## src/rtl/rst_seq_pkg.sv

```systemverilog
`default_nettype none
// ============================================================================
// Module   : rst_seq_pkg
// Purpose  : Shared state encoding and sizing helper for the reset sequencer.
// Revision : 1.0 - initial release
// ============================================================================
package rst_seq_pkg;

   // Encoding is visible on state_o, so the values are fixed.
   typedef enum logic [2:0] {
      IDLE       = 3'd0,
      WAIT_PG    = 3'd1,
      RELEASE    = 3'd2,
      DONE       = 3'd3,
      POWER_DOWN = 3'd4,
      FAULT      = 3'd5
   } seq_state_t;

   // Bits needed to hold 0..n-1, never less than one bit.
   function automatic int cnt_width(input int n);
      return (n < 2) ? 1 : $clog2(n);
   endfunction

endpackage
`default_nettype wire

```

## src/rtl/rst_seq_tick.sv

```systemverilog
`default_nettype none
// ============================================================================
// Module   : rst_seq_tick
// Purpose  : Tick prescaler. Counts 0..TICK_DIV-1 and flags tick while the
//            count sits at its last value; clr restarts the count at zero.
// Revision : 1.0 - initial release
// ============================================================================
module rst_seq_tick
   import rst_seq_pkg::*;
#(
   parameter int TICK_DIV = 1000
) (
   input  logic clk,
   input  logic aaad_rst_n,
   input  logic clr,
   output logic tick
);

   localparam int            CW   = cnt_width(TICK_DIV);
   localparam logic [CW-1:0] LAST = CW'(TICK_DIV - 1);

   logic [CW-1:0] count;

   assign tick = (count == LAST);

   // Free-running divider; a clear or a wrap both restart it at zero.
   always_ff @(posedge clk or negedge aaad_rst_n) begin
      if (!aaad_rst_n) begin
         count <= '0;
      end else if (clr || tick) begin
         count <= '0;
      end else begin
         count <= count + 1'b1;
      end
   end

endmodule
`default_nettype wire

```

## src/rtl/rst_seq_ctrl.sv

```systemverilog
`default_nettype none
// ============================================================================
// Module   : rst_seq_ctrl
// Purpose  : Power-domain reset sequencer. Releases rst_out_n bits in
//            ascending order after power-good is stable, re-asserts them in
//            descending order on disable, and drops all of them at once with
//            a sticky fault flag when power-good is lost.
// Revision : 1.0 - initial release
// ============================================================================
module rst_seq_ctrl
   import rst_seq_pkg::*;
#(
   parameter int NRST         = 4,
   parameter int TICK_DIV     = 1000,
   parameter int GAP_TICKS    = 8,
   parameter int STABLE_TICKS = 16
) (
   input  logic            clk,
   input  logic            aaad_rst_n,
   input  logic            seq_en,
   input  logic            pgood,
   output logic [NRST-1:0] rst_out_n,
   output logic            seq_done,
   output logic            fault,
   output logic [2:0]      state_o
);

   localparam int MAX_TICKS = (GAP_TICKS > STABLE_TICKS) ? GAP_TICKS : STABLE_TICKS;
   localparam int IDX_W     = cnt_width(NRST);
   localparam int SW        = cnt_width(MAX_TICKS);

   localparam logic [IDX_W-1:0] IDX_LAST    = IDX_W'(NRST - 1);
   localparam logic [SW-1:0]    GAP_LAST    = SW'(GAP_TICKS - 1);
   localparam logic [SW-1:0]    STABLE_LAST = SW'(STABLE_TICKS - 1);

   seq_state_t       state;
   seq_state_t       state_nx;
   logic [IDX_W-1:0] idx;
   logic [IDX_W-1:0] idx_nx;
   logic [NRST-1:0]  rst_nx;
   logic             done_nx;
   logic             fault_nx;
   logic [SW-1:0]    step;
   logic             step_evt;
   logic             tick;
   logic             clr;
   logic             gap_done;
   logic             stable_done;

   // Timing restarts from zero on every state change and on every step, so
   // each interval is measured from the edge that began it.
   assign clr         = step_evt || (state_nx != state);
   assign gap_done    = tick && (step == GAP_LAST);
   assign stable_done = tick && (step == STABLE_LAST);
   assign state_o     = state;

   rst_seq_tick #(
      .TICK_DIV (TICK_DIV)
   ) u_tick (
      .clk        (clk),
      .aaad_rst_n (aaad_rst_n),
      .clr        (clr),
      .tick       (tick)
   );

   // Step counter: ticks elapsed since the current interval began.
   always_ff @(posedge clk or negedge aaad_rst_n) begin
      if (!aaad_rst_n) begin
         step <= '0;
      end else if (clr) begin
         step <= '0;
      end else if (tick) begin
         step <= step + 1'b1;
      end
   end

   // Next-state and next-output decode; pgood loss beats seq_en drop beats a step.
   always_comb begin
      state_nx = state;
      idx_nx   = idx;
      rst_nx   = rst_out_n;
      done_nx  = seq_done;
      fault_nx = fault;
      step_evt = 1'b0;

      case (state)
         IDLE: begin
            rst_nx   = '0;
            done_nx  = 1'b0;
            fault_nx = 1'b0;
            if (seq_en && pgood) begin
               state_nx = WAIT_PG;
            end
         end

         WAIT_PG: begin
            if (!pgood || !seq_en) begin
               state_nx = IDLE;
            end else if (stable_done) begin
               state_nx = RELEASE;
               idx_nx   = '0;
            end
         end

         RELEASE: begin
            if (!pgood) begin
               state_nx = FAULT;
               rst_nx   = '0;
               done_nx  = 1'b0;
               fault_nx = 1'b1;
            end else if (!seq_en) begin
               // idx points at the next bit to release, so idx-1 is the top released one.
               if (idx == '0) begin
                  state_nx = IDLE;
               end else begin
                  state_nx = POWER_DOWN;
                  idx_nx   = idx - 1'b1;
               end
            end else if (gap_done) begin
               step_evt    = 1'b1;
               rst_nx[idx] = 1'b1;
               if (idx == IDX_LAST) begin
                  state_nx = DONE;
                  done_nx  = 1'b1;
               end else begin
                  idx_nx = idx + 1'b1;
               end
            end
         end

         DONE: begin
            if (!pgood) begin
               state_nx = FAULT;
               rst_nx   = '0;
               done_nx  = 1'b0;
               fault_nx = 1'b1;
            end else if (!seq_en) begin
               state_nx = POWER_DOWN;
               idx_nx   = IDX_LAST;
               done_nx  = 1'b0;
            end
         end

         POWER_DOWN: begin
            // seq_en is deliberately ignored here: a power-down always completes.
            if (!pgood) begin
               state_nx = FAULT;
               rst_nx   = '0;
               done_nx  = 1'b0;
               fault_nx = 1'b1;
            end else if (gap_done) begin
               step_evt    = 1'b1;
               rst_nx[idx] = 1'b0;
               if (idx == '0) begin
                  state_nx = IDLE;
               end else begin
                  idx_nx = idx - 1'b1;
               end
            end
         end

         FAULT: begin
            rst_nx   = '0;
            done_nx  = 1'b0;
            fault_nx = 1'b1;
            if (!seq_en) begin
               state_nx = IDLE;
               fault_nx = 1'b0;
            end
         end

         default: begin
            state_nx = IDLE;
            rst_nx   = '0;
            done_nx  = 1'b0;
            fault_nx = 1'b0;
         end
      endcase
   end

   // State, index and registered outputs; async reset asserts every domain reset.
   always_ff @(posedge clk or negedge aaad_rst_n) begin
      if (!aaad_rst_n) begin
         state     <= IDLE;
         idx       <= '0;
         rst_out_n <= '0;
         seq_done  <= 1'b0;
         fault     <= 1'b0;
      end else begin
         state     <= state_nx;
         idx       <= idx_nx;
         rst_out_n <= rst_nx;
         seq_done  <= done_nx;
         fault     <= fault_nx;
      end
   end

endmodule
`default_nettype wire

```

## config.mk

```make
export PLATFORM = sky130hd
export DESIGN_NAME = rst_seq_ctrl
export DESIGN_NICKNAME = d
export VERILOG_FILES = /design/src/rtl/rst_seq_pkg.sv /design/src/rtl/rst_seq_tick.sv /design/src/rtl/rst_seq_ctrl.sv
export SDC_FILE = /design/constraint.sdc
export NUM_CORES = 1
export LEC_CHECK = 0
export ABC_AREA = 1
export CORE_UTILIZATION = 45
export DETAILED_ROUTE_END_ITERATION = 8
export DONT_BUFFER_PORTS = 1
export SYNTH_ARGS = -nofsm -noshare
export SYNTH_HDL_FRONTEND = slang
export SYNTH_SLANG_ARGS = --single-unit
```

## constraint.sdc

```tcl
create_clock -name clk -period 1.9 [get_ports clk]
set_clock_uncertainty 0.1 [all_clocks]
set_input_delay 0.38 -clock clk [delete_from_list [all_inputs] [get_ports clk]]
set_output_delay 0.38 -clock clk [all_outputs]
set_load 0.02 [all_outputs]
```

==> flow_metrics.env <==
export IMPL_synth_top_area_share_pct=39.3
export IMPL_ys_warn_count=0
export IMPL_synth_seq_cells=25
export IMPL_dr_total_vias=1447
export IMPL_status="finished, violations left"
export IMPL_h_tree_depth=1
export IMPL_drv_slew=0
export IMPL_clock_sinks=25
export IMPL_cts_buffers=3
export IMPL_critPathLaunch="u_tick.count[0]"
export IMPL_die_w_um=61.5
export IMPL_post_synth_cell_area_avg_sq_um=7.88
export IMPL_power_leakage_nw=0.913
export IMPL_cpPeakStageDelay_ns=0.41
export IMPL_drt_iter0_drc=68
export IMPL_hold_viol=0
export IMPL_coreArea_sq_mm=0.00336
export IMPL_seq_area_sq_um=629
export IMPL_synthesis_nets=214
export IMPL_dr_pass1_iters=4
export IMPL_multi_input_area_sq_um=971
export IMPL_cp_num_cells=10
export IMPL_portBuffers=0
export IMPL_grt_max_degree=26
export IMPL_tightest_slew_ns=0.247
export IMPL_yosysTopAreaCell="dfrtp_1"
export IMPL_overflow=0
export IMPL_clockBufferDepth=2
export IMPL_finalPower_mw=1.53
export IMPL_max_freq_mhz=517
export IMPL_drtAntennaViolNets=0
export IMPL_n_fill_cell=321
export IMPL_num_rows=21
export IMPL_area_growth_pct=24.0
export IMPL_ys_seq_area_share_pct=39.3
export IMPL_finalSetupTns_ns=-0.104
export IMPL_crit_buf_inv=1
export IMPL_min_period_ns=1.93
export IMPL_drt_total_wl_um=3730
export IMPL_min_path_type="in2reg"
export IMPL_grtUsageTotal_pct=19.8
export IMPL_crit_path_top_delay_cell="dfrtp_1"
export IMPL_first_global_vias=1260
export IMPL_setup_ws_ns=-0.0328
export IMPL_die_h_um=61.5
export IMPL_path_clk_slew_ns=0.14
export IMPL_layout_common_cells="30 x nand2_1, 22 x dfrtp_1, 21 x nor2_1, 19 x buf_4, 18 x inv_1"
export IMPL_rr_startpoint="u_tick.count[0]"
export IMPL_reg2reg_setup_slack_ns=-0.03
export IMPL_rsz0062_at_grt="true"
export IMPL_fin_crit_sh_pct=102
export IMPL_syn_area_sq_mm=0.00159
export IMPL_peakVddDrop_v=0.000441
export IMPL_ys_top_cells_by_area="dfrtp_1 39%, nand2_1 8.3%, nor2_1 6.8%"
export IMPL_powerDensity_mw_per_mm2=776
export IMPL_vias_per_cell=5.28
export IMPL_critPathKind="reg2reg"
export IMPL_rr_endpoint="u_tick.count[9]"
export IMPL_die_area_sq_mm=0.00378
export IMPL_hpwl_um=2590
export IMPL_cts_tree="done"
export IMPL_wl_per_cell_um=13.6
export IMPL_required_ns=2.07
export IMPL_grt_pass1_wl_um=5520
export IMPL_finalSetupViolations=6
export IMPL_r2r_worst_path_cells=10
export IMPL_gp_congestion=0.917
export IMPL_violations="negative setup slack"
export IMPL_preCtsSetupSlack_ns=0.0642
export IMPL_worst_setup_path_start_kind="flip-flop"
export IMPL_synth_cell_type_count=31
export IMPL_drc=0
export IMPL_path_max_fanout=5
export IMPL_crit_arrival_ns=2.10
export IMPL_crit_end="u_tick.count[9]"
export IMPL_layout_commonest_cell="nand2_1"
export IMPL_clock_root_buffer="clkbuf_4"
export IMPL_netlist_instances=202
export IMPL_layout_nets=241
export IMPL_io_pin_count=13
export IMPL_clock_latency_ns=0.32
export IMPL_end_kind="flip-flop"
export IMPL_max_slew_margin_pct=83.5
export IMPL_cpLargestDelayFamily="simple AND/OR/NAND/NOR gates"
export IMPL_path_cells="ha_2, nand2_2, nor2_4, nand4_1, nor2_2, nor2_2, nand4_1, buf_6, nand4_4, nor2_1"
export IMPL_n_antenna_cell=0
export IMPL_antenna_found_initial=0
export IMPL_start_util_pct=47.3
export IMPL_drive_gt1_share_pct=32.9
export IMPL_whs_ns=0.119
export IMPL_maxCapViolCount=0
[how the worst min path moves through the flow]
stage / startpoint / to / slack (ns) / depth (start not counted)
after floorplan: aaad_rst_n / fault / -0.02 / 0
after global placement: aaad_rst_n / state_o[2] / -0.01 / 0
after detailed placement: aaad_rst_n / state_o[2] / -0.01 / 0
after CTS: seq_en / state_o[2] / 0.12 / 2
after global routing: seq_en / state_o[2] / 0.13 / 2
final: seq_en / fault / 0.12 / 2
[state kept, by name, summed over array words and instances (netlist names)]
register      cells
state_o           3
step              4
idx               2
fault             1
seq_done          1
u_tick.count     10
rst_out_n         4
[layer usage]
metal	wire length (um)	GRT usage, %
met1	1630	26.5
met2	1860	31.8
met3	200	3.78
met4	44	7.62
met5	0	0
[report_power, final]
group,internal [mW],leakage (nW),switching [mW]
Combinational,0.258,0.561,0.378
Sequential,0.587,0.338,0.0618
Clock,0.0805,0.0139,0.167
Total,0.925,0.913,0.607
[cells by family after synthesis]
kind of cell    after synthesis  synth area share [%]
xor+xnor                      9                  4.95
compound gates               35                  12.9
flops                        25                  39.3
simple gates                 98                  30.1
fa+ha+maj                     8                  6.29
buf+inv                      27                  6.45
[area by class of cell]
class,count,area share [%]
clock buffers,3,1.14
clock inverters,1,0.380
inverters,26,5.14
multi-input cells,151,49.2
flip-flops and latches,25,31.9
well taps,46,2.92
repair buffers,22,9.32
[synthesized netlist by cell type, drive strengths merged]
| cell type | n |
|---|---|
| a211oi | 1 |
| a21oi | 10 |
| a221oi | 1 |
| a22oi | 1 |
| a31oi | 1 |
| a41oi | 1 |
| clkbuf | 1 |
| clkinv | 1 |
| dfrtp | 25 |
| ha | 8 |
| inv | 25 |
| nand2 | 41 |
| nand3 | 11 |
| nand4 | 4 |
| nor2 | 37 |
| nor3 | 4 |
| o211ai | 2 |
| o21a | 1 |
| o21ai | 17 |
| or2 | 1 |
| xnor2 | 4 |
| xor2 | 5 |
[stage by stage]
stage          util (%)  std cells  cell area (sq um)
6_report           58.7        274               1970
3_3_place_gp       50.9        256               1710
4_1_cts            52.7        262               1770
2_1_floorplan         -        202               1590
5_1_grt            58.7        274               1970
3_5_place_dp       50.9        256               1710
[repair_timing]
action / 4_1_cts / 5_1_grt
setup buffers: 0 / 11
endpoints found under the hold margin: 25 / 0
hold buffers: 2 / 0
resized for setup: 0 / 31
endpoints found under the setup margin: 0 / 18
No activity file was read; power rests on OpenSTA's default activity.
==> variant 1 (same flow settings) <==
Register the output `fault` once more, with the module's reset; this adds one clock of latency there. The other outputs are not delayed to match.
--- a/src/rtl/rst_seq_ctrl.sv
+++ b/src/rtl/rst_seq_ctrl.sv
@@ -34,4 +34,6 @@
    localparam logic [SW-1:0]    STABLE_LAST = SW'(STABLE_TICKS - 1);
 
+   logic fault_s0;
+
    seq_state_t       state;
    seq_state_t       state_nx;
@@ -81,5 +83,5 @@
       rst_nx   = rst_out_n;
       done_nx  = seq_done;
-      fault_nx = fault;
+      fault_nx = fault_s0;
       step_evt = 1'b0;
 
@@ -186,5 +188,5 @@
          rst_out_n <= '0;
          seq_done  <= 1'b0;
-         fault     <= 1'b0;
+         fault_s0  <= 1'b0;
       end else begin
          state     <= state_nx;
@@ -192,5 +194,13 @@
          rst_out_n <= rst_nx;
          seq_done  <= done_nx;
-         fault     <= fault_nx;
+         fault_s0  <= fault_nx;
+      end
+   end
+
+   always_ff @(posedge clk or negedge aaad_rst_n) begin
+      if (!aaad_rst_n) begin
+         fault <= '0;
+      end else begin
+         fault <= fault_s0;
       end
    end
Function: no difference found for any inputs over 10 cycles, from zero or initial values and one cycle with aaad_rst_n low; that may be too few to reach the edited logic, so the function may still have changed.
==> variant 1 against the unedited design <==
Hold slack better by 0.12 ns; largest cell class unchanged; sequential cell count up 1; setup slack worse by 0.064 ns; the run still ends with setup timing left; total power up 39%; cell count up 0.73%; wire length up 6.9%; area after synthesis up 4.2%; design area up 1.8%.
==> variant 1: results (changes against the unedited design) <==
Max stage delay on crit path: 0.38 ns (-0.03 ns)
Routability cong.: 0.932 (+1.7%)
Worst min path class: primary input to flip-flop
Critical-path top delay cell: dfrtp_1
Synth Net Count: 220 (+2.8%)
Lkg Pwr: 0.966 nW (+5.8%)
Setup ws final: -0.0971 ns (-0.0643 ns)
Register name with the most flops: u_tick.count
Skew-Pair Late Insertion Delay: 0.28 ns (-0.04 ns)
Initial antenna violation count: 0 (unchanged)
Yosys cell types: 31 (unchanged)
Final Power: 0.00213 W (+39%)
TritonRoute pass-1 iters: 4 (unchanged)
Vias in the first global route: 1419 (+13%)
Area contributors post-synth: dfrtp_1 39%, nand2_1 8.1%, nor2_1 7.5%, ha_1 6.0%, inv_1 5.0%
Peak supply drop: 0.000430 V (-2.5%)
Flops & latches, synth: 26 (+4.0%)
Clk root buf: clkbuf_8
Post-synthesis sequential area ratio: 0.392 (-0.000925)
Top_reg_cell synth: dfrtp_1
Via count: 1534 (+6.0%)
# setup viols final: 14 (+8)
First-pass GRT wire length: 6560 um (+19%)
CP arrival: 2.07 ns (-0.03 ns)
CTS Buffer Depth: 2 (unchanged)
Internal power: 0.00120 W (+30%)
Area post-placement: 1770 um2 (+3.6%)
Max_slew headroom: 0.758 (-0.0778)
Initial DRC count: 114 (+68%)
Outcome: finished with violations
Sequential share of power: 0.344 (-0.080)
Vias per cell: 5.56 (+5.2%)
Post-synth ARST share: 1.00 (unchanged)
Placed cell count: 261 (+2.0%)
Hpwl dp: 2780 um (+7.5%)
Overall routing resource usage: 0.212 (+0.0138)
Layout cells sized above 1: 0.252 (-0.0768)
Failing checks: setup timing
Largest net degree at the start of global routing: 27 (+3.8%)
Combinational power: 0.00103 W (+62%)
Synth top cells by count: 36 x nand2_1, 33 x nor2_1, 26 x dfrtp_1
WL final: 3990 um (+6.9%)
# nets final: 243 (+0.83%)
Clk pin slew, worst setup/hold paths: 0.09 ns (-0.05 ns)
Mean area per synthesized cell: 7.98 um2 (+1.2%)
Post-CTS setup buffer count: 1 (+1)
variant 1: logic make-up (layout without fill, tap and decap cells):
logic type	after synthesis	in the layout	synth area share
AND/OR/NAND/NOR	106	107	0.318
flip-flops	26	26	0.392
XOR/XNOR	10	10	0.0528
AO/OA/AOI/OAI	29	29	0.103
buffers and inverters	28	49	0.0671
multiplexers	1	1	0.00603
adder cells (fa/ha/maj)	8	8	0.0603
variant 1: routing by layer:
metal / vias up / GRT usage / share of wire
met5: - / 0 / 0
met4: 0 / 0.0901 / 0.020
met3: 9 / 0.0365 / 0.065
met2: 52 / 0.311 / 0.46
met1: 733 / 0.306 / 0.46
li1: 740 / - / -
variant 1: worst paths after layout:
kind	depth (start not counted)	start	endpoint	slack, ns
min reg2reg	0	fault_s0$_DFFE_PN0P_	fault$_DFF_PN0_	0.31
min	2	pgood	fault_s0$_DFFE_PN0P_	0.24
min in group asynchronous	2	aaad_rst_n	fault_s0$_DFFE_PN0P_	0.42
max reg2reg	14	u_tick.count[1]$_DFF_PN0_	step[0]$_DFFE_PN0P_	-0.1
max in group asynchronous	2	aaad_rst_n	state_o[0]$_DFF_PN0_	1.12
max	14	u_tick.count[1]$_DFF_PN0_	step[0]$_DFFE_PN0P_	-0.1
variant 1: stage by stage:
stage | worst slack [ns] | hold slack, ns | setup TNS, ns
after CTS | 0.0169 | 0.236 | 0
after global placement | -0.00378 | -0.0149 | -0.00378
final | -0.0971 | 0.241 | -1.08
after global routing | -0.240 | 0.242 | -3.26
after detailed placement | -0.00143 | -0.0148 | -0.00176
after floorplan | 0.152 | -0.0156 | 0
variant 1: cell type report:
class                   instances  area (um2)
fillers                       310        1430
multi-input cells             155         971
flip-flops and latches         26         653
repair buffers                 20         178
inverters                      25        93.8
well taps                      46        57.6
clock buffers                   4        55.1
==> variant 2 (same settings) <==
Made on the original files. Change the parameter `STABLE_TICKS` from 16 to 32.
--- a/src/rtl/rst_seq_ctrl.sv
+++ b/src/rtl/rst_seq_ctrl.sv
@@ -14,5 +14,5 @@
    parameter int TICK_DIV     = 1000,
    parameter int GAP_TICKS    = 8,
-   parameter int STABLE_TICKS = 16
+   parameter int STABLE_TICKS = 32
 ) (
    input  logic            clk,
Behaviour: no difference found for any inputs over 10 cycles, from zero or initial values and one cycle with aaad_rst_n low; that may be too few to reach the edited logic, so the function may still have changed.
==> variant 2 against the unedited design <==
The run still ends with setup timing left; sequential share of layout area shrank 0.56 points; combinational power grew 53%; core utilization grew 1.9 points; wire length grew 3.4%; total power grew 37%; sequential cell count grew 1; setup slack gained 0.031 ns; count of clock-buffer cells in the layout is the same; area after synthesis grew 4.6%; design area grew 5.6%; largest cell class unchanged.
==> variant 2: results (changes against the unedited design) <==
Outcome: finished with violations
Failing checks: setup timing
Mapped Cells: 213 (+5.4%)
Synth top cells by count: 44 x nand2_1, 28 x nor2_1, 26 x dfrtp_1
Post-Synth XOR/XNOR Area: 0.0421 (-0.00742)
CP arrival: 2.01 ns (-0.09 ns)
Complex-gate fraction of the synthesized area: 0.108 (-0.0214)
Clk root buf: clkbuf_8
Post-synthesis sequential area ratio: 0.391 (-0.00210)
Area contributors post-synth: dfrtp_1 39%, nand2_1 9.9%, ha_1 6.8%, nor2_1 6.3%, inv_1 4.7%
Synth Net Count: 226 (+5.6%)
Synthesized-area fraction occupied by adder cells: 0.0677 (+0.00478)
Worst slack, placed: -0.0504 ns (-0.115 ns)
Mux share of post-synthesis cell area: 0.0195 (+0.0195)
# setup viols final: 2 (-4)
Max_slew headroom: 0.762 (-0.0736)
Routability cong.: 0.878 (-4.2%)
GRT met1 Usage: 0.286 (+0.0203)
Layout cells sized above 1: 0.322 (-0.00677)
Lkg Pwr: 0.965 nW (+5.7%)
Largest net degree at the start of global routing: 27 (+3.8%)
# nets final: 253 (+5.0%)
Met2 usage: 0.372 (+0.0540)
Hold path cells: 3 (+1)
WL final: 3860 um (+3.4%)
Setup ws final: -0.00146 ns (+0.0313 ns)
Crit Path Max Fanout: 6 (+1)
## variant 2: changes by cell type after synthesis, moves of 3 or more
cell,change
nand2_1,+9
nand4_1,+4
nand3_1,+4
nor2_2,-3
a21oi_1,-7
## variant 2: per-stage QoR
stage	setup TNS (ns)	area (um2)
2_1_floorplan	0	1660
3_3_place_gp	-0.223	1840
3_5_place_dp	-0.395	1840
4_1_cts	-0.0434	1960
5_1_grt	-1.62	2080
6_report	-0.00250	2080
## variant 2: final cells by class
type	count	area, um2
inverter	29	109
sequential	26	653
fill	313	1360
clock inverter	1	30.0
timing repair buffer	23	188
clock buffer	3	41.3
multi-input combinational	157	1010
tap	46	57.6
## variant 2: metal layers
layer | vias to the layer above | wire length, um
met5 | - | 0
met4 | 0 | 20
met3 | 4 | 145
met2 | 35 | 1970
met1 | 726 | 1730
li1 | 757 | -
## variant 2: what timing repair did
action | in CTS | in global routing
gates resized for setup | 2 | 34
buffers inserted | 1 | 3
setup endpoints to repair | 16 | 21
hold endpoints to repair | 26 | 0
cloned | 1 | 0
pin swaps | 1 | 10
hold buffers | 2 | 0
## variant 2: power by group
group,switching [W],internal [W],total [W],leakage [nW]
Clock,0.000176,0.000282,0.000458,0.0357
Combinational,0.000629,0.000344,0.000973,0.576
Sequential,0.0000600,0.000606,0.000666,0.354
## variant 2: kinds of logic after synthesis
kind of cell / Yosys count
AND/OR/NAND/NOR: 106
buffers and inverters: 31
AO/OA/AOI/OAI: 30
flip-flops: 26
adder cells (fa/ha/maj): 9
XOR/XNOR: 8
multiplexers: 3
## variant 2: final timing paths
kind	from	to	slack, ns
setup / recovery	state_o[2]$_DFF_PN0_	u_tick.count[6]$_DFF_PN0_	-0.001
hold reg to reg	u_tick.count[0]$_DFF_PN0_	u_tick.count[0]$_DFF_PN0_	0.44
min in group asynchronous	aaad_rst_n	rst_out_n[2]$_DFFE_PN0P_	0.46
hold / removal	pgood	state_o[2]$_DFF_PN0_	0.21
max in group asynchronous	aaad_rst_n	state_o[2]$_DFF_PN0_	1.08
setup reg to reg	state_o[2]$_DFF_PN0_	u_tick.count[6]$_DFF_PN0_	-0.001
## variant 2: worst max-delay path, cell delays in order (launching register included)
cell	delay (ns)
dfrtp_2	0.46
inv_2	0.11
nand2_4	0.09
nor2_4	0.18
inv_2	0.07
nor2_1	0.11
inv_2	0.05
nand2_1	0.05
o21ai_1	0.05
nor2_1	0.09
nand2_1	0.06
inv_2	0.13
nand3_4	0.14
nor2_1	0.13
